--- src/rtl/btn_pkg.sv ---
// Shared types and default parameters for the button debounce/scan controller.
package btn_pkg;

  typedef enum logic [1:0] {
    IDLE  = 2'd0,
    P_CHK = 2'd1,
    HELD  = 2'd2,
    R_CHK = 2'd3
  } btn_state_t;

  localparam int unsigned NUM_BTN_DEF      = 4;
  localparam int unsigned TICK_DIV_DEF     = 50000;
  localparam int unsigned STABLE_TICKS_DEF = 10;
  localparam int unsigned REPEAT_DELAY_DEF = 300;
  localparam int unsigned REPEAT_RATE_DEF  = 40;

endpackage

--- src/rtl/btn_channel.sv ---
// One button channel: debounce FSM with stable and auto-repeat counters,
// advancing only on the shared sample tick.
//
// state | meaning
// IDLE  | released, waiting for a pressed sample
// P_CHK | counting consecutive pressed samples
// HELD  | debounced pressed, auto-repeat running
// R_CHK | counting consecutive released samples, repeat frozen
module btn_channel
  import btn_pkg::*;
#(
  parameter int unsigned STABLE_TICKS = STABLE_TICKS_DEF,
  parameter int unsigned REPEAT_DELAY = REPEAT_DELAY_DEF,
  parameter int unsigned REPEAT_RATE  = REPEAT_RATE_DEF
) (
  input  logic clk_i,
  input  logic rst_i,
  input  logic tick_i,
  input  logic sync_i,
  output logic level_o,
  output logic press_o,
  output logic release_o,
  output logic act_o
);

  localparam int CW = $clog2(STABLE_TICKS + 1);
  localparam int RW = $clog2(REPEAT_DELAY + 1);
  localparam int REP_RELOAD_I = (REPEAT_RATE >= REPEAT_DELAY) ? 0 : int'(REPEAT_DELAY - REPEAT_RATE);
  localparam logic [CW-1:0] CNT_ONE    = CW'(1);
  localparam logic [CW-1:0] CNT_LAST   = CW'(STABLE_TICKS - 1);
  localparam logic [RW-1:0] REP_TOP    = RW'(REPEAT_DELAY);
  localparam logic [RW-1:0] REP_RELOAD = RW'(REP_RELOAD_I);
  // With a single required sample the check states are passed through on entry.
  localparam bit ONE_SHOT = (STABLE_TICKS == 1);

  btn_state_t    state_q, state_d;
  logic [CW-1:0] cnt_q, cnt_d;
  logic [RW-1:0] rep_q, rep_d, rep_inc;
  logic          press_q, press_d;
  logic          release_q, release_d;
  logic          act_q, act_d;

  always_ff @(posedge clk_i) begin
    if (rst_i) begin
      state_q   <= IDLE;
      cnt_q     <= '0;
      rep_q     <= '0;
      press_q   <= 1'b0;
      release_q <= 1'b0;
      act_q     <= 1'b0;
    end else begin
      state_q   <= state_d;
      cnt_q     <= cnt_d;
      rep_q     <= rep_d;
      press_q   <= press_d;
      release_q <= release_d;
      act_q     <= act_d;
    end
  end

  assign rep_inc = rep_q + RW'(1);

  always_comb begin
    state_d   = state_q;
    cnt_d     = cnt_q;
    rep_d     = rep_q;
    press_d   = 1'b0;
    release_d = 1'b0;
    act_d     = 1'b0;
    if (tick_i) begin
      case (state_q)
        IDLE: begin
          if (sync_i) begin
            if (ONE_SHOT) begin
              state_d = HELD;
              cnt_d   = '0;
              rep_d   = '0;
              press_d = 1'b1;
              act_d   = 1'b1;
            end else begin
              state_d = P_CHK;
              cnt_d   = CNT_ONE;
            end
          end
        end
        P_CHK: begin
          if (!sync_i) begin
            state_d = IDLE;
            cnt_d   = '0;
          end else if (cnt_q == CNT_LAST) begin
            state_d = HELD;
            cnt_d   = '0;
            rep_d   = '0;
            press_d = 1'b1;
            act_d   = 1'b1;
          end else begin
            cnt_d = cnt_q + CW'(1);
          end
        end
        HELD: begin
          if (!sync_i) begin
            if (ONE_SHOT) begin
              state_d   = IDLE;
              cnt_d     = '0;
              rep_d     = '0;
              release_d = 1'b1;
            end else begin
              state_d = R_CHK;
              cnt_d   = CNT_ONE;
            end
          end else if (rep_inc == REP_TOP) begin
            rep_d = REP_RELOAD;
            act_d = 1'b1;
          end else begin
            rep_d = rep_inc;
          end
        end
        R_CHK: begin
          if (sync_i) begin
            state_d = HELD;
            cnt_d   = '0;
          end else if (cnt_q == CNT_LAST) begin
            state_d   = IDLE;
            cnt_d     = '0;
            rep_d     = '0;
            release_d = 1'b1;
          end else begin
            cnt_d = cnt_q + CW'(1);
          end
        end
        default: begin
          state_d = IDLE;
          cnt_d   = '0;
          rep_d   = '0;
        end
      endcase
    end
  end

  always_comb begin
    level_o   = (state_q == HELD) || (state_q == R_CHK);
    press_o   = press_q;
    release_o = release_q;
    act_o     = act_q;
  end

endmodule

--- src/rtl/button_scan_ctrl.sv ---
// Debounce/auto-repeat controller for the player buttons: input synchronizer,
// one shared sample prescaler and one btn_channel per button.
module button_scan_ctrl
  import btn_pkg::*;
#(
  parameter int unsigned NUM_BTN      = NUM_BTN_DEF,
  parameter int unsigned TICK_DIV     = TICK_DIV_DEF,
  parameter int unsigned STABLE_TICKS = STABLE_TICKS_DEF,
  parameter int unsigned REPEAT_DELAY = REPEAT_DELAY_DEF,
  parameter int unsigned REPEAT_RATE  = REPEAT_RATE_DEF
) (
  input  logic               clk_i,
  input  logic               rst_i,
  input  logic [NUM_BTN-1:0] raw_i,
  output logic [NUM_BTN-1:0] level_o,
  output logic [NUM_BTN-1:0] press_o,
  output logic [NUM_BTN-1:0] release_o,
  output logic [NUM_BTN-1:0] act_o,
  output logic               tick_o
);

  localparam int PW = $clog2(TICK_DIV);
  localparam logic [PW-1:0] PRES_LAST = PW'(TICK_DIV - 1);

  logic [PW-1:0]      pres_q;
  logic               tick_q;
  logic [NUM_BTN-1:0] sync1_q, sync2_q;

  always_ff @(posedge clk_i) begin
    if (rst_i) begin
      pres_q  <= '0;
      tick_q  <= 1'b0;
      sync1_q <= '0;
      sync2_q <= '0;
    end else begin
      pres_q  <= (pres_q == PRES_LAST) ? '0 : pres_q + PW'(1);
      tick_q  <= (pres_q == PRES_LAST);
      sync1_q <= raw_i;
      sync2_q <= sync1_q;
    end
  end

  assign tick_o = tick_q;

  for (genvar g = 0; g < int'(NUM_BTN); g++) begin : g_ch
    btn_channel #(
      .STABLE_TICKS(STABLE_TICKS),
      .REPEAT_DELAY(REPEAT_DELAY),
      .REPEAT_RATE (REPEAT_RATE)
    ) u_ch (
      .clk_i    (clk_i),
      .rst_i    (rst_i),
      .tick_i   (tick_q),
      .sync_i   (sync2_q[g]),
      .level_o  (level_o[g]),
      .press_o  (press_o[g]),
      .release_o(release_o[g]),
      .act_o    (act_o[g])
    );
  end

endmodule

--- config.mk ---
export PLATFORM = sky130hd
export DESIGN_NAME = button_scan_ctrl
export DESIGN_NICKNAME = d
export VERILOG_FILES = /design/src/rtl/btn_pkg.sv /design/src/rtl/btn_channel.sv /design/src/rtl/button_scan_ctrl.sv
export SDC_FILE = /design/constraint.sdc
export NUM_CORES = 1
export LEC_CHECK = 0
export ABC_AREA = 1
export CORE_MARGIN = 4
export CORE_UTILIZATION = 60
export CTS_BUF_LIST = sky130_fd_sc_hd__clkbuf_8
export DETAILED_ROUTE_END_ITERATION = 10
export PLACE_DENSITY = 0.89
export SLEW_MARGIN = 5
export SYNTH_ARGS = -nofsm -noshare
export SYNTH_HDL_FRONTEND = slang
export SYNTH_SLANG_ARGS = --single-unit
--- constraint.sdc ---
create_clock -name clk_i -period 2.2 [get_ports clk_i]
set_input_delay 0.44 -clock clk_i [delete_from_list [all_inputs] [get_ports clk_i]]
set_output_delay 0.44 -clock clk_i [all_outputs]
set_load 0.01 [all_outputs]
# [After elaboration in Yosys (flattened, before gate mapping)]
# Cells that the tools add are included.
[totals] ff_bits=97 output_inout_bits=17
[op_classes] bitwise=9 muxes=96 n_addsub=9 n_eq_ne=49 n_reduce_logical=34
[op_table] cell="9-bit 2-to-1 mux" count=20
[op_table] cell="9-bit one-hot mux with 3 select lines" count=4
[op_table] cell="4-bit 2-to-1 mux" count=20
[op_table] cell="4-bit one-hot mux with 4 select lines" count=4
[op_table] cell="2-bit 2-to-1 mux" count=24
[op_table] cell="2-bit != test (second input constant)" count=20
[op_table] cell="5-bit AND reduction" count=8
[op_table] cell="9-bit by 1-bit adder with 9-bit output (second input constant)" count=4
[op_table] cell="9-bit == test (second input constant)" count=4
[op_table] cell="2-bit one-hot mux with 4 select lines" count=4
[op_table] cell="3-bit by 2-bit != test with 1-bit output (second input constant)" count=8
[op_table] cell="16-bit by 1-bit adder with 16-bit output (second input constant)" count=1
[op_table] cell="4-bit by 1-bit adder with 4-bit output (second input constant)" count=4
[op_table] cell="16-bit == test (second input constant)" count=1
[op_table] cell="2-bit == test (second input constant)" count=8
[op_table] cell="4-bit == test (second input constant)" count=4
[op_table] cell="1-bit 2-to-1 mux" count=16
[op_table] cell="4-bit OR reduction" count=4
[op_table] cell="3-bit AND reduction" count=4
[op_table] cell="3-bit nonzero test" count=4
[op_table] cell="3-bit OR reduction" count=4
[op_table] cell="1-bit inverter" count=9
[op_table] cell="2-bit by 1-bit == test with 1-bit output (second input constant)" count=4
[op_table] cell="2-bit zero test" count=4
[op_table] cell="3 further kinds" count=10

# [Logic depth before layout (Yosys ltp)]
# Gate-level depths: netlist of the first run.
[depth] word_depth=5 ltp_mapped=11 depth_no_buf=11

# [Modules after synthesis]
# Synthesis of the first run repeated with hierarchy kept, for this count alone.
[unflattened] cells_unflattened=783 hier_area_um2=5637.9
[modules_own_cells] mod="btn_channel (g_ch[1].u_ch ...)" seq_area_each_um2=360.3 n_inst=3 area_per_inst_um2=1134.8 cells_per_inst=158
[modules_own_cells] mod="btn_channel (g_ch[0].u_ch)" seq_area_each_um2=360.3 n_inst=1 area_per_inst_um2=1117.3 cells_per_inst=160
[modules_own_cells] mod="button_scan_ctrl" seq_area_each_um2=500.5 n_inst=1 area_per_inst_um2=1116.1 cells_per_inst=149

# [Worst setup path before layout of the first run]
# No wires, ideal clock.
[synth_path] path_kind="reg2out" startpoint="reg g_ch[0].u_ch.state_q[0]" endpoint="out level_o[0]" slack_ns=0.657 n_path_buf=1 path_stages_with_launch=5 required_ns=1.760 arrival_ns=1.103 cell_sequence="dfxtp_1 inv_1 ha_1 or2_2 buf_4"
[synth_via] elab_chain_len=2 word_cells_on_any_way=3 classes_between="eq/ne: 2; reduce/logical: 1"
[synth_rtl] item="start: declaration" line_no="btn_channel.sv:36" text="btn_state_t state_q, state_d;"
[synth_rtl] item="start signal: assignment" line_no="btn_channel.sv:52" text="state_q <= state_d;"
[synth_rtl] item="2-bit == test" line_no="btn_channel.sv:141" text="level_o = (state_q == HELD) || (state_q == R_CHK);"
[synth_rtl] item="1-bit logical OR (*)" line_no="btn_channel.sv:141"
[synth_rtl] item="end: declaration" line_no="button_scan_ctrl.sv:15" text="output logic [NUM_BTN-1:0] level_o,"
# Mark *: on every way between the ends. The rest lies on a longest branch, timed or not.

==> metrics.yaml, run 1 <==
clockBufferDepth: 2
start_kind: "register"
cp_top_family: "buffers and inverters"
drv_slew: 0
vdd_drop_max_v: 0.000270
crit_path_max_fanout: 4
final_cell_area_um2: 5790
crit_slowest_cell: "clkdlybuf4s50_1"
power.switching_uw: 648
clkLatencyLatePin_ns: 0.37
root_buffer: "clkbuf_8"
numCtsBuffers: 9
io_buffers: 22
clk_pin_slew_ns: 0.09
syn_inst: 760
drc: 0
synth_ff_type: "dfxtp_1"
clock-sinks: 97
clock_skew_ns: 0.0106
via_per_inst: 5.35
grt_pass1_vias: 4514
routabilityCongestion: 0.889
p_seq_share_pct: 58.3
ys_types: 36
synth_seq_cells: 97
max_stage_delay_ns: 0.54
grt_max_degree: 34
final_common_cell: "nand2_1"
ys_seq_area_share_pct: 36.2
die-area_um2: 10500
rrSetupSlack_ns: 0.38
crit_chain: "ha_1 -> inv_1 -> nand2_1 -> clkdlybuf4s50_1"
max_freq_ghz: 0.472
leakagePower_uw: 0.00223
outcome: "complete, no violations"
hpwl_mm: 7.97
path_class: "reg -> out"
avgRoutedWirePerCell_um: 12.6
htreeDepth: 3
syn_area_um2: 5360
io_pins: 23
wl_mm: 11.2
required_ns: 1.76
synth_enable_flop_cells: 0
timing.final.crit_period_ns: 2.12
hold_viol_final: 0
yosysWarnings: 0
cp_num_buf_inv: 2
die_width_um: 102
finalSetupTns_ns: 0
p_int_uw: 2400
gr-total-overflow: 0
synth_fp_nets: 795
dpl_cell_area_um2: 5560
avgSynthCellArea_um2: 7.05
cap_violations: 0
antenna_found_initial: 0
layout_worst_path_cycle_share_pct: 96.4
postCtsHoldBufs: 0
relSlewSlack_pct: 68.4
final_util_pct: 66.3
grt_pass1_wl_mm: 19.0
final_cell_mix: "nand2_1, inv_1, dfxtp_1, nor2_1, a21oi_1"
comb_power_share_pct: 2.1
hold_class: "reg -> reg"
syn2layout_area_growth_pct: 7.99
drive_gt1_share_pct: 10.5
postRouteAntennaNets: 0
diodes: 0
die_y_um: 102
clkPwrFrac_pct: 39.6
vias: 4723
worst_slew_pin_slew_ns: 0.473
synthArstFlopShare_pct: 0
rsz0062_at_grt: "false"
drtIter0Drc: 277
core_region_area_um2: 8720
swShare_pct: 21.3
power_density_nw_per_um2: 526
fp-row-count: 34
critPathCaptureType: "output pin"
fill_cells: 679
start_util_pct: 61.4
nets: 805
track_usage_pct: 22.4
cts_tree: "done"
finalSetupViolCount: 0
dr.pass1.iters: 5
crit_arrival_ns: 1.68
cts_setup_buffers: 0
## worst reg2reg max path: stages (launching register included)
cell and delay, ns:
dfxtp_1 0.42, inv_1 0.13, ha_1 0.22, inv_1 0.08
nand3_1 0.08, o21ai_1 0.15, nand3_1 0.34, nand2_1 0.21
a21oi_2 0.07
## layout make-up
class                   count  area [um^2]  area share, %
repair buffers             25          235           4.07
inverters                 114          428           7.40
flip-flops and latches     97         1950           33.7
multi-input cells         523         2830           49.0
clock inverters             4         42.5          0.735
well taps                 108          135           2.34
clock buffers              12          165           2.85
## layer usage
metal | up-vias | track usage [%] | wire [um]
li1 | 2443 | - | -
met1 | 2124 | 25.8 | 4890
met2 | 134 | 40.4 | 5530
met3 | 22 | 4.87 | 514
met4 | 0 | 8.88 | 223
met5 | - | 0 | 0
## sequential cells by signal (all words and copies together) (netlist names), named ones only
name and flops:
sync1_q 4, g_ch.u_ch.release_o 4, g_ch.u_ch.act_o 4, g_ch.u_ch.press_o 4, g_ch.u_ch.cnt_q 16, g_ch.u_ch.rep_q 36
tick_o 1, sync2_q 4, g_ch.u_ch.state_q 4, pres_q 16
## through the flow
stage	setup slack, ns	total power, uW	instances	hold slack, ns
2_1_floorplan	0.657	1860	760	0.388
3_3_place_gp	0.285	1880	867	0.391
3_5_place_dp	0.237	1880	867	0.394
4_1_cts	0.0185	3070	883	0.404
5_1_grt	0.00812	3160	883	0.417
6_report	0.0794	3040	883	0.402
## path summary, 6_finish.rpt
kind / start / endpoint / cells past startpoint
setup reg to reg: register / g_ch[3].u_ch.rep_q[1] / 8
hold / removal: sync1_q[1] / sync2_q[1] / 2
setup / recovery: register / level_o[3] / 4
hold reg to reg: sync1_q[1] / sync2_q[1] / 2
## power groups by stage
stage | clock [uW] | combinational, uW | sequential, uW
6_report | 1210 | 65.4 | 1770
2_1_floorplan | 0 | 44.0 | 1810
3_3_place_gp | 0 | 62.5 | 1810
4_1_cts | 1230 | 65.6 | 1770
5_1_grt | 1310 | 73.7 | 1780
3_5_place_dp | 0 | 65.2 | 1810
## cell families after synthesis
group                      share of synthesized area [%]
DFF                                                 36.2
buffers and inverters                               11.2
xor gates and xnor gates                            2.78
and+or+nand+nor                                     31.3
adders and majority gates                           6.77
AOI/OAI and AO/OA                                   11.7
## timing repair
action | CTS | global route
pin swaps | 1 | 0
gates resized for setup | 8 | 3
setup endpoints to repair | 4 | 2
## synth_stat cells, types with 4 or more instances
cell type / n / area share [%]
o21ai_1: 14 / 1.3
nand3b_1: 4 / 0.56
a31oi_1: 9 / 1.1
nand2_1: 182 / 13
ha_1: 29 / 6.8
a21oi_2: 8 / 1.3
nand2_2: 8 / 0.93
nand4_1: 13 / 1.5
nor3_2: 5 / 0.93
clkbuf_1: 7 / 0.49
buf_4: 17 / 2.4
nor2_1: 72 / 5.0
o21ai_0: 17 / 1.6
nor4_1: 4 / 0.47
nand3_1: 46 / 4.3
inv_2: 14 / 0.98
dfxtp_1: 97 / 36
nand3_2: 7 / 1.3
o21bai_1: 5 / 0.70
nor2_4: 4 / 0.84
inv_1: 99 / 6.9
a21oi_1: 48 / 4.5
xor2_1: 15 / 2.5
nor3_1: 15 / 1.4
Power figures use the tool's default switching activity.
==> run 2, diff against run 1 <==
- CORE_UTILIZATION: 60 -> 35
- DONT_BUFFER_PORTS: default -> 1
- PLACE_DENSITY: 0.89 -> 0.59
==> run 2 against run 1 <==
Net effect:
- global-route usage decreased by 9.6 points
- fmax increased by 11%
- worst setup slack improved by 0.21 ns
==> metrics.yaml, run 2 (synthesis results as in run 1) <==
postCtsHoldBufs: 0
gr-total-overflow: 0
clk_pin_slew_ns: 0.09
fp-row-count: 44
start_kind: "register"
power_density_nw_per_um2: 578
rrSetupSlack_ns: 0.35
root_buffer: "clkbuf_8"
finalSetupTns_ns: 0
max_freq_ghz: 0.524
drive_gt1_share_pct: 9.45
cts_resized: 0
layout_worst_path_cycle_share_pct: 86.7
antenna_found_initial: 0
routabilityCongestion: 0.809
wl_mm: 10.5
grt_max_degree: 52
postLayoutSetupSlackWorst_ns: 0.293
postRouteAntennaNets: 0
critPathCaptureType: "output pin"
diodes: 0
clockBufferDepth: 2
outcome: "complete, no violations"
placed_cells: 920
timing.final.crit_period_ns: 1.91
vdd_drop_max_v: 0.000348
dr.pass1.iters: 4
clkLatencyLatePin_ns: 0.38
crit_path_max_fanout: 6
core_region_area_um2: 14800
top_regs: "g_ch.u_ch.rep_q x36, g_ch.u_ch.cnt_q x16, pres_q x16"
regMostFlops: "g_ch.u_ch.rep_q"
die_width_um: 132
hold_viol_final: 0
relSlewSlack_pct: 66.4
hpwl_mm: 7.60
numCtsBuffers: 9
finalSetupViolCount: 0
io_pins: 23
nets: 782
drc: 0
drv_slew: 0
required_ns: 1.76
grt_pass1_vias: 4115
final_common_cell: "nand2_1"
leakagePower_uw: 0.00215
fin_cells: 935
htreeDepth: 3
track_usage_pct: 12.8
syn2layout_area_growth_pct: 6.19
grt_pass1_wl_mm: 18.6
drtIter0Drc: 215
vias: 4411
place_ws_ns: 0.402
largest_register_ffs: 36
rsz0062_at_grt: "false"
final_cell_mix: "nand2_1, inv_1, dfxtp_1, nor2_1, a21oi_1"
worst_slew_pin_slew_ns: 0.499
avgRoutedWirePerCell_um: 11.3
clock_skew_ns: 0.00856
path_class: "reg -> out"
cts_setup_buffers: 0
die-area_um2: 17400
cts_tree: "done"
die_y_um: 132
hold_class: "in -> reg"
crit_arrival_ns: 1.47
start_util_pct: 36.3
via_per_inst: 4.72
io_buffers: 0
cap_violations: 0
clock-sinks: 97
-- run 2: changes by cell type in the layout (fill, tap and decap cells not counted), moves of 3 or more --
| cell | delta |
|---|---|
| clkdlybuf4s50_1 | -19 |
| dfxtp_2 | -4 |
| clkbuf_8 | -3 |
| dfxtp_1 | +4 |
| bufinv_16 | +3 |
-- run 2: path summary, 6_finish.rpt --
path,cells past startpoint,end,startpoint
setup reg to reg,8,g_ch[3].u_ch.rep_q[0],g_ch[3].u_ch.state_q[0]
hold reg to reg,2,sync2_q[3],sync1_q[3]
hold / removal,1,sync1_q[3],rst_i
setup / recovery,3,level_o[0],g_ch[0].u_ch.state_q[0]
-- run 2: power by group --
part | switching (uW) | internal (uW)
combinational | 26.0 | 12.7
clock | 617 | 862
sequential | 7.83 | 1770
-- run 2: critical path, stage by stage (launching register included) --
cell and delay, ns:
dfxtp_1 0.41, inv_1 0.11, ha_1 0.25, or2_2 0.32
-- run 2: cell type report --
cell class	count	area [um^2]
fillers	1580	9060
multi-input cells	523	2820
flip-flops and latches	97	1940
inverters	114	428
well taps	184	230
clock inverters	6	133
clock buffers	9	124
repair buffers	2	15.0
-- run 2: through the flow --
| stage | hold WS [ns] | total power, uW | utilization [%] | cell area, um^2 |
|---|---|---|---|---|
| after CTS | 0.0890 | 3360 | 38.6 | 5690 |
| after detailed placement | 0.398 | 1850 | 36.8 | 5430 |
| final | 0.126 | 3290 | 38.6 | 5690 |
| after global routing | 0.0844 | 3440 | 38.6 | 5690 |
| after global placement | 0.389 | 1850 | 36.8 | 5430 |
| after floorplan | 0.388 | 1860 | - | 5360 |
-- run 2: metal layers --
metal	up-vias	GRT usage [%]	share of wire (%)
met3	10	4.63	5.3
li1	2408	-	-
met5	-	0	0
met1	1935	16.4	51
met2	58	20.2	43
met4	0	3.97	1.3
==> run 3, diff against run 2 <==
- ABC_AREA: 1 -> default
- SLEW_MARGIN: 5 -> 20
==> run 3 against run 2 <==
Net effect:
- worst setup slack got worse by 0.18 ns
- area after synthesis shrank 3.0%
- synthesized cell count fell by 16%
- hold slack gained 0.023 ns
- non-clock buffer count up 11
- global-route usage is 0.47 points lower
- sequential share of layout area up 1.1 points
- clock skew up 0.0019 ns
- total power shrank 5.7%
==> metrics.yaml, run 3 <==
io_pins: 23
yosysMostFrequentCell: "dfxtp_1"
power_density_nw_per_um2: 563
root_buffer: "clkbuf_8"
ys_seq_area_share_pct: 37.4
hold_path_depth: 1
track_usage_pct: 12.3
antenna_found_initial: 0
die-area_um2: 16900
hold_start: "rst_i"
start_kind: "register"
grt_pass1_vias: 3860
worst_slew_pin_slew_ns: 0.585
avgRoutedWirePerCell_um: 12.3
p_seq_share_pct: 57.3
swShare_pct: 20.8
postRouteAntennaNets: 0
hpwl_mm: 7.00
path_class: "reg -> out"
outcome: "complete, no violations"
clock_skew_ns: 0.0105
drive_gt1_share_pct: 6.55
rrSetupSlack_ns: 0.18
power.switching_uw: 646
vias: 4219
whs_endpoint: "g_ch[0].u_ch.rep_q[5]"
syn2layout_area_growth_pct: 6.07
core_region_area_um2: 14500
critPathCaptureType: "output pin"
grt_pass1_wl_mm: 17.4
placed_cells: 794
clkPwrFrac_pct: 41.8
numCtsBuffers: 9
final_common_cell: "dfxtp_1"
required_ns: 1.76
largest_register_ffs: 36
dr.pass1.iters: 4
synth_commonest_cells: "dfxtp_1, nor2_1, nand2_1, a21oi_1, nand3_1"
crit_path_max_fanout: 9
p_int_uw: 2460
grt_max_degree: 72
finalSetupTns_ns: 0
fp-row-count: 44
crit_arrival_ns: 1.65
finalSetupViolCount: 0
rsz0062_at_grt: "false"
htreeDepth: 3
nets: 656
hold_class: "in -> reg"
syn_area_um2: 5200
postLayoutSetupSlackWorst_ns: 0.109
clock-sinks: 97
via_per_inst: 5.21
hold_viol_final: 0
ys_types: 57
drv_slew: 0
leakagePower_uw: 0.00196
routabilityCongestion: 0.790
final_cell_mix: "dfxtp_1, nor2_1, nand2_1, a21oi_1, nand3_1"
drtIter0Drc: 298
start_util_pct: 35.8
clkLatencyLatePin_ns: 0.37
yosysWarnings: 0
synth_seq_cells: 97
vdd_drop_max_v: 0.000259
crit_start: "g_ch[2].u_ch.state_q[0]"
timing.final.crit_period_ns: 2.09
die_width_um: 130
cts_setup_buffers: 0
wl_mm: 9.99
layout_worst_path_cycle_share_pct: 95.0
cap_violations: 0
gr-total-overflow: 0
synth_enable_flop_cells: 0
synth_ff_type: "dfxtp_1"
clk_pin_slew_ns: 0.09
worstRegToRegCells: 8
cts_tree: "done"
avgSynthCellArea_um2: 8.11
regMostFlops: "g_ch.u_ch.rep_q"
die_y_um: 130
comb_power_share_pct: 0.9
postCtsHoldBufs: 0
clockBufferDepth: 2
place_ws_ns: 0.197
cts_resized: 0
drc: 0
max_freq_ghz: 0.478
io_buffers: 0
synth_top_area_cell: "dfxtp_1"
r2r-start: "g_ch[1].u_ch.state_q[0]"
diodes: 0
synth.area.top_cells: "dfxtp_1, ha_1, nor2_1, a21oi_1, nand2_1"
synth_fp_nets: 676
relSlewSlack_pct: 61.0
synthArstFlopShare_pct: 0
fill_cells: 1490
synth_top_area_share_pct: 37.4
r2r_end: "g_ch[1].u_ch.rep_q[5]"
top_regs: "g_ch.u_ch.rep_q x36, g_ch.u_ch.cnt_q x16, pres_q x16"
syn_inst: 641
fin_cells: 810
==> run 3: cell count changes in the layout (fill, tap and decap cells not counted), sizes merged, moves of 9 or more <==
cell,previous run,this run
inv,114,26
mux2i,0,12
and4b,0,9
nor2b,0,19
nand3,53,36
a21oi,56,44
or3,0,11
and3,0,11
or2,3,13
nand4,15,5
buf,2,13
nand2,190,49
nor2,78,87
==> run 3: worst max path at each step <==
stage                             to  slack [ns]  cells past startpoint
6_report                  level_o[2]        0.11                      4
5_1_grt                   level_o[2]       0.007                      4
4_1_cts                   level_o[2]        0.08                      4
3_5_place_dp   g_ch[3].u_ch.rep_q[2]        0.20                      7
3_3_place_gp   g_ch[1].u_ch.rep_q[5]        0.29                      7
2_1_floorplan  g_ch[2].u_ch.rep_q[8]        0.19                      8
==> run 3: area by class of cell <==
cell class / count / area, um^2 / share of cell area (%)
clock buffer: 10 / 138 / 2.50
sequential: 97 / 1940 / 35.2
clock inverter: 6 / 88.8 / 1.61
multi-input combinational: 477 / 2930 / 53.2
inverter: 23 / 86.3 / 1.57
timing repair buffer: 13 / 97.6 / 1.77
tap: 184 / 230 / 4.18
==> run 3: logic make-up after synthesis <==
kind of cell | synth area share [%]
AND/OR/NAND/NOR | 32.2
AO/OA/AOI/OAI | 12.5
flip-flops | 37.4
buffers and inverters | 6.26
adder cells (fa/ha/maj) | 6.98
XOR/XNOR | 2.36
multiplexers | 2.31
==> run 3: layer usage <==
layer / GRT usage [%] / wire length, um
met2: 20.4 / 4660
met3: 3.56 / 391
met1: 15.6 / 4830
met4: 3.79 / 114
met5: 0 / 0
==> run 3: stage by stage <==
step	total power, uW	util, %	cell area [um^2]	hold slack, ns
final	3100	37.9	5510	0.149
after global routing	3230	37.9	5510	0.0970
after CTS	3160	37.9	5510	0.128
after detailed placement	1850	36.4	5290	0.431
after global placement	1850	36.4	5290	0.421
after floorplan	1860	-	5200	0.413
==> run 3: worst max-delay path, stage by stage (launching register included) <==
cell     delay [ns]
dfxtp_1        0.45
inv_1          0.10
ha_1           0.25
buf_4          0.18
or2_2          0.32
==> run 3: power groups by stage <==
stage | Combinational, uW | Clock (uW) | Sequential (uW)
after floorplan | 51.4 | 0 | 1810
after global placement | 28.6 | 0 | 1820
after detailed placement | 29.1 | 0 | 1820
after CTS | 29.3 | 1360 | 1780
after global routing | 33.7 | 1420 | 1780
final | 28.8 | 1300 | 1780
